$ cat src/rtl/hilo_unit.sv
// hilo_unit
//   Owns the architectural HI/LO register pair. Writes from the EX-stage
//   arithmetic unit (MULT/MULTU/MTHI/MTLO) travel through a MEM latch and a
//   WB latch and commit to r_hi/r_lo at the end of WB. Read values for EX are
//   returned on hi/lo.
//
//   Build option HILO_BYPASS_EN:
//     defined   : hi/lo forward the youngest in-flight write per half
//                 (MEM, then WB, then the architectural register);
//                 hazard is tied to 0.
//     undefined : hi/lo show the architectural registers only; hazard asks
//                 the pipeline controller to hold an EX reader until no
//                 write is in flight (at most 2 cycles).
//   Latch and commit behaviour is the same in both builds.
//
// Ports
//   clk      in   system clock, rising edge
//   rst      in   synchronous active-high reset
//   stall    in   hold the MEM latch, bubble into WB
//   flush    in   squash the EX input and the MEM latch
//   ex_we    in   [1]=HI, [0]=LO write enables from EX
//   ex_hi    in   HI write data from EX
//   ex_lo    in   LO write data from EX
//   ex_read  in   EX instruction reads HI or LO this cycle
//   hi, lo   out  read values returned to EX
//   arch_hi  out  committed HI
//   arch_lo  out  committed LO
//   hazard   out  stall request to the pipeline controller

module hilo_unit #(
    parameter int WIDTH = 32
) (
    input  logic             clk,
    input  logic             rst,
    input  logic             stall,
    input  logic             flush,
    input  logic [1:0]       ex_we,
    input  logic [WIDTH-1:0] ex_hi,
    input  logic [WIDTH-1:0] ex_lo,
    input  logic             ex_read,
    output logic [WIDTH-1:0] hi,
    output logic [WIDTH-1:0] lo,
    output logic [WIDTH-1:0] arch_hi,
    output logic [WIDTH-1:0] arch_lo,
    output logic             hazard
);

    logic [1:0]       m_we;
    logic [WIDTH-1:0] m_hi;
    logic [WIDTH-1:0] m_lo;
    logic [1:0]       w_we;
    logic [WIDTH-1:0] w_hi;
    logic [WIDTH-1:0] w_lo;
    logic [WIDTH-1:0] r_hi;
    logic [WIDTH-1:0] r_lo;

    always_ff @(posedge clk) begin
        if (rst) begin
            m_we <= 2'b00;
            m_hi <= '0;
            m_lo <= '0;
            w_we <= 2'b00;
            w_hi <= '0;
            w_lo <= '0;
            r_hi <= '0;
            r_lo <= '0;
        end else begin
            // Commit is unconditional: whatever reached WB retires.
            if (w_we[1]) r_hi <= w_hi;
            if (w_we[0]) r_lo <= w_lo;

            // Data follows MEM unconditionally; only the enables are bubbled.
            w_we <= (stall || flush) ? 2'b00 : m_we;
            w_hi <= m_hi;
            w_lo <= m_lo;

            // Flush wins over stall so an excepting write can never be held.
            if (flush) begin
                m_we <= 2'b00;
            end else if (!stall) begin
                m_we <= ex_we;
                m_hi <= ex_hi;
                m_lo <= ex_lo;
            end
        end
    end

    assign arch_hi = r_hi;
    assign arch_lo = r_lo;

`ifdef HILO_BYPASS_EN
    // The current EX write is deliberately not a forwarding source; that
    // would close a loop through the ALU.
    always_comb begin
        hi = r_hi;
        if (w_we[1]) hi = w_hi;
        if (m_we[1]) hi = m_hi;
        lo = r_lo;
        if (w_we[0]) lo = w_lo;
        if (m_we[0]) lo = m_lo;
    end

    logic unused_read;
    assign unused_read = ex_read;
    assign hazard      = 1'b0;
`else
    assign hi     = r_hi;
    assign lo     = r_lo;
    assign hazard = ex_read & ((m_we != 2'b00) | (w_we != 2'b00));
`endif

endmodule

$ cat config.mk
export PLATFORM = sky130hd
export DESIGN_NAME = hilo_unit
export DESIGN_NICKNAME = d
export VERILOG_FILES = /design/src/rtl/hilo_unit.sv
export SDC_FILE = /design/constraint.sdc
export NUM_CORES = 1
export LEC_CHECK = 0
export ABC_AREA = 1
export BUFFER_PORTS_ARGS = -buffer_cell sky130_fd_sc_hd__clkbuf_2
export CORE_MARGIN = 2
export CORE_UTILIZATION = 51
export DETAILED_ROUTE_END_ITERATION = 16
export GPL_TIMING_DRIVEN = 0
export PLACE_DENSITY = 0.77
export SLEW_MARGIN = 10
export SYNTH_ARGS = -nofsm -noshare
export SYNTH_HDL_FRONTEND = slang
export SYNTH_SLANG_ARGS = --single-unit
$ cat constraint.sdc
create_clock -name clk -period 1.2 [get_ports clk]
set_clock_uncertainty 0.05 [all_clocks]
set_input_delay 0.3 -clock clk [delete_from_list [all_inputs] [get_ports clk]]
set_output_delay 0.3 -clock clk [all_outputs]
set_load 0.05 [all_outputs]
==> results.tsv, run 1 <==
stage	metric	value	unit
sta	fin_ws	-0.3596	ns
grt	grt_pass1_wl	35700	um
floorplan	die_h	118.9	um
place	place_ws	-0.2387	ns
cells_and_area	fin_cells	1187	
cells_and_area	layout-drive-gt1-share	0.4877	
cells_and_area	area_growth	71.79	%
outcome	outcome	finished, violations left	
power	ir_drop	974.3	uV
drt	drtIter0Drc	543	
place	dp_cells	1139	
floorplan	ioPinCount	200	
flow_run	drv_cap	0	
grt	grt_max_degree	18	
power	p_leak	5.647	nW
power	p_switching	3.421	mW
synth	synth_cell_types	15	
floorplan	coreArea	12770	um^2
power	power	13.84	mW
cts	clock_path_buffers	2	
synth	synth_top_area_cell	dfxtp_1	
sta	finalSetupViolations	145	
floorplan	start_util	0.5268	
synth	synth_nets	839	
place	hpwl	10340	um
sta	rsz0062_at_grt	true	
cts	clkLatencyLatePin	0.44	ns
cts	clock-sinks	196	
drt	num_vias	6328	
synth	synth_cells	768	
floorplan	die_x	118.9	um
setup_path	worstPathCellList	nor2_2 > a21boi_4 > buf_8	
cells_and_area	seq_area	4172	um^2
floorplan	die-area	14130	um^2
setup_path	path_class	flop to output pin	
sta	hold_viol_final	0	
sta	slew_headroom	0.7965	
sta	fmax	641.2	MHz
synth	synth-seq-area-share	0.5831	
drt	vias_per_cell	5.331	
grt	antenna_found_initial	0	
setup_path	worst_setup_path_start_kind	flop	
synth	yosys_warnings	0	
setup_path	end_kind	output pin	
synth	syn_area_per_cell	8.762	um^2
drt	avgRoutedWirePerCell	21.86	um
sta	layout_min_cycle_time	1.560	ns
setup_path	required	0.85	ns
synth	ys_seq_elements	196	
power	switching_share	0.2472	
setup_path	crit_buf_inv	1	
grt	overflow	0	
setup_path	cp_top_family	flip-flops	
cts	h-tree-depth	4	
synth	ys_top_cells_by_area	dfxtp_1 58%, nor2_1 11%, buf_4 7.8%	
cells_and_area	nNetsFinal	1073	
worst_hold_path	worstHoldPathType	primary input to flop	
setup_path	path_max_fanout	2	
drt	first_pass_iters	6	
drt	totalWireLength	25940	um
power	p_int	10.42	mW
cts	cts_buffers	17	
drt	post-route-drc-count	0	
cells_and_area	fill_cells	464	
cells_and_area	multi_input_area	1977	um^2
grt	grt_pass1_vias	6489	
power	pwr-share-seq	0.491	
sta	tightest_slew	0.3021	ns
floorplan	rows	41	
drt	ant_nets	0	
cts	clk_transition_reported_paths	0.07	ns
sta	final_max_slew_viol_count	0	
cells_and_area	diodes	0	
setup_path	cpMaxStageDelayCell	dfxtp_2	
cts	cts_tree	done	
place	portBuffers	199	
power	p_clk_frac	0.429	
setup_path	cp.arrival	1.21	ns
synth	syn_area	6729	um^2
grt	grtUsageTotal	0.3307	
sta	period_share	1.300	
power	power_density	1197	nW/um^2
place	place.gp.congestion	0.7961	
outcome	violations	setup timing	
synth	synth_top_area_frac	0.5831	
cts	cts_root_buf	clkbuf_16	
setup_path	cpPeakStageDelay	0.34	ns
cts	hold_buffers	0	
power	comb_power_share	0.080	
-- state kept, by name (all words and copies together), names as in the netlist --
signal	flops
arch_lo	32
m_lo	32
m_we	2
w_hi	32
m_hi	32
arch_hi	32
w_we	2
w_lo	32
-- cells by family after synthesis --
family	after synthesis	share of synthesized area
AOI/OAI and AO/OA	131	0.1201
buffers and inverters	174	0.1458
and+or+nand+nor	267	0.1510
DFF	196	0.5831
-- metal layers --
layer	global-route usage	wire (um)
met2	0.6009	13420
met4	0.1711	1355
met3	0.09674	1730
met1	0.3432	9439
met5	0	0
-- cells in the mapped netlist, drive strengths merged --
master / n
nor2: 196
nand3: 1
nand2: 70
inv: 71
a21boi: 1
a21oi: 66
dfxtp: 196
buf: 97
o21ai: 64
clkbuf: 6
-- tightest hold or removal path: cells and delay by family --
| kind | cells | cell delay [ns] |
|---|---|---|
| AOI/OAI and AO/OA | 1 | 0.05 |
| and+or+nand+nor | 1 | 0.05 |
| buffers and inverters | 1 | 0.08 |
-- path summary, 6_finish.rpt --
check	cells after the start	from	slack (ns)	to
hold / removal	3	ex_we[0]	0.03	m_we[0]
setup / recovery	3	m_we[1]	-0.36	hazard
hold reg to reg	2	m_hi[31]	0.39	w_hi[31]
setup reg to reg	4	w_we[1]	-0.07	arch_hi[3]
-- placed cells by master (no fill, tap or decap), types with 4 or more instances in the layout --
cell type  netlist  layout
nor2_1         196     170
dfxtp_1        196     128
clkbuf_16        0     105
buf_6            5      75
clkbuf_2         0      75
nand2_1         69      69
inv_1           68      66
dfxtp_4          0      65
buf_8            0      45
a21oi_2         40      40
o21ai_0         64      39
a21oi_1         26      26
o21ai_1          0      22
buf_4           70      17
buf_2           22      16
nor2_2           0      13
nor2_4           0      13
inv_2            3       4
clkinv_2         0       4
-- metrics by stage --
stage / area, um^2 / TNS (ns) / utilization / hold WS (ns)
floorplan: 6820 / 0 / - / 0.3588
global placement: 8031 / -4.513 / 0.6288 / 0.3629
detailed placement: 8031 / -6.965 / 0.6288 / 0.3689
CTS: 11150 / -21.28 / 0.8728 / 0.02926
global route: 11560 / -25.36 / 0.9050 / 0.03179
finish: 11560 / -22.51 / 0.9050 / 0.03400
-- power groups by stage --
stage	Clock [mW]	Combinational [mW]	Sequential [mW]
6_report	5.94	1.11	6.79
5_1_grt	6.21	1.17	6.80
4_1_cts	5.84	0.980	6.84
3_5_place_dp	0	0.838	7.02
3_3_place_gp	0	0.820	7.01
2_1_floorplan	0	0.512	7.06
-- repair_timing --
| action | CTS | global route |
|---|---|---|
| buffers inserted | 8 | 5 |
| gates cloned | 1 | 2 |
| setup endpoints to repair | 190 | 188 |
| resized for setup | 450 | 169 |
-- cell type report --
| cell class | instances | share of cell area |
|---|---|---|
| inverters | 71 | 0.02338 |
| repair buffers | 215 | 0.2870 |
| clock inverters | 15 | 0.01559 |
| plain buffers | 103 | 0.08670 |
| multi-input cells | 398 | 0.1710 |
| clock buffers | 17 | 0.03680 |
| flip-flops and latches | 196 | 0.3609 |
| well taps | 172 | 0.01862 |
Power figures use the tool's default switching activity.
==> run 2: changes to the inputs <==
Settings changed: CORE_UTILIZATION 51 to 50, PLACE_DENSITY 0.77 to 0.76.
==> results.tsv, run 2 (synthesized netlist as in run 1, its figures left out) <==
stage	metric	value	unit
setup_path	regToRegStartpoint	w_we[1]	
cells_and_area	area_growth	68.71	%
setup_path	cpPeakStageDelay	0.43	ns
place	place.gp.congestion	0.8007	
floorplan	rows	42	
setup_path	worstReg2RegEnd	arch_hi[2]	
setup_path	r2r_setup_slack	-0.29	ns
setup_path	crit_end	arch_hi[2]	
drt	totalWireLength	22820	um
setup_path	cpMaxStageDelayCell	o21ai_0	
floorplan	start_util	0.5101	
drt	first_pass_iters	5	
floorplan	ioPinCount	200	
sta	finalSetupTns	-21.86	ns
place	portBuffers	199	
power	switching_share	0.2178	
power	p_switching	3.093	mW
place	dp_cells	1143	
setup_path	path_depth	4	
cts	clkLatencyLatePin	0.43	ns
floorplan	die_x	120.0	um
setup_path	path_class	flop to flop	
cells_and_area	nNetsFinal	1061	
setup_path	cp.arrival	1.73	ns
sta	slew_headroom	0.7027	
setup_path	crit_buf_inv	2	
place	place_ws	-0.1844	ns
drt	avgRoutedWirePerCell	19.37	um
cts	cts_tree	done	
sta	layout_min_cycle_time	1.490	ns
power	ir_drop	874.3	uV
floorplan	die-area	14400	um^2
cts	clock-sinks	196	
worst_hold_path	worstHoldPathType	primary input to flop	
grt	grtUsageTotal	0.3005	
flow_run	drv_cap	0	
drt	vias_per_cell	5.105	
setup_path	cp-startpoint	w_we[1]	
drt	drtIter0Drc	584	
cells_and_area	layout-drive-gt1-share	0.4561	
place	postPlaceCellArea	8036	um^2
grt	grt_pass1_vias	6258	
sta	hold_viol_final	0	
grt	grt_max_degree	17	
power	p_leak	5.600	nW
cells_and_area	final_cell_mix	190 x nor2_1, 128 x dfxtp_1, 102 x clkbuf_16	
sta	fin_ws	-0.2902	ns
power	p_int	11.11	mW
cells_and_area	fin_cells	1178	
cts	clock_path_buffers	2	
cells_and_area	final_common_cell	nor2_1	
grt	grt_pass1_wl	33180	um
cells_and_area	fill_cells	602	
sta	final_max_slew_viol_count	0	
cts	cts_buffers	17	
cts	hold_buffers	0	
sta	rsz0062_at_grt	true	
sta	tightest_slew	0.4413	ns
setup_path	required	1.44	ns
setup_path	path_max_fanout	10	
power	p_clk_frac	0.449	
floorplan	coreArea	13190	um^2
cells_and_area	diodes	0	
cells_and_area	final_area	11350	um^2
outcome	outcome	finished, violations left	
setup_path	end_kind	flop	
floorplan	die_h	120.0	um
grt	antenna_found_initial	0	
setup_path	worst_setup_path_start_kind	flop	
setup_path	cp_top_family	compound AO/OA/AOI/OAI gates	
drt	ant_nets	0	
cts	cts_root_buf	clkbuf_16	
power	pwr-share-seq	0.477	
sta	fmax	671.1	MHz
sta	finalSetupViolations	152	
outcome	violations	setup timing	
grt	overflow	0	
cts	h-tree-depth	4	
power	power_density	1251	nW/um^2
power	comb_power_share	0.074	
sta	period_share	1.242	
setup_path	worstPathCellList	buf_4 > clkbuf_2 > o21ai_0 > nor2_1	
drt	post-route-drc-count	0	
setup_path	reg2regPathDepth	4	
drt	num_vias	6014	
place	hpwl	10430	um
cts	clk_transition_reported_paths	0.07	ns
worst_hold_path	hold_depth	3	
-- run 2: worst min-delay path: stages --
cell	delay, ns
clkbuf_2	0.08
nand2_1	0.05
a21oi_1	0.05
-- run 2: power groups by stage --
stage / Combinational [mW] / Clock (mW) / Sequential [mW]
after floorplan: 0.512 / 0 / 7.06
after global placement: 0.822 / 0 / 7.01
after detailed placement: 0.840 / 0 / 7.02
after CTS: 0.977 / 6.38 / 6.85
after global routing: 1.13 / 6.69 / 6.79
final: 1.05 / 6.38 / 6.78
-- run 2: what timing repair did --
item,CTS,global route
gates resized for setup,437,129
pin swaps,2,0
endpoints found under the setup margin,173,189
setup buffers,3,1
-- run 2: worst min-delay path by stage --
| stage | from | to | slack, ns |
|---|---|---|---|
| 6_report | ex_we[0] | m_we[0] | 0.04 |
| 5_1_grt | ex_we[0] | m_we[0] | 0.06 |
| 4_1_cts | ex_we[0] | m_we[0] | 0.03 |
| 3_5_place_dp | m_hi[20] | w_hi[20] | 0.37 |
| 3_3_place_gp | m_hi[20] | w_hi[20] | 0.36 |
| 2_1_floorplan | m_hi[14] | w_hi[14] | 0.36 |
-- run 2: routing by layer --
layer	wire (um)	GRT usage	part of all wire	up-vias
met4	788	0.1309	0.035	0
li1	-	-	-	2744
met2	12100	0.5540	0.53	289
met1	8505	0.3295	0.37	2922
met5	0	0	0	-
met3	1425	0.06464	0.062	59
-- run 2: layout make-up --
type                    count  area, um^2  share of cell area
flip-flops and latches    196        4167              0.3670
repair buffers            203        3168              0.2791
multi-input cells         398        1861              0.1639
plain buffers             103       999.7             0.08806
clock buffers              21       460.4             0.04056
inverters                  71       274.0             0.02414
well taps                 176       220.2             0.01940
clock inverters            10       202.7             0.01786
-- run 2: through the flow --
step                      hold slack (ns)    util  power (mW)
after floorplan                    0.3588       -       7.575
after global placement             0.3634  0.6093       7.832
after detailed placement           0.3694  0.6093       7.861
after CTS                         0.02648  0.8429       14.21
after global routing              0.05685  0.8607       14.61
final                             0.03855  0.8607       14.20
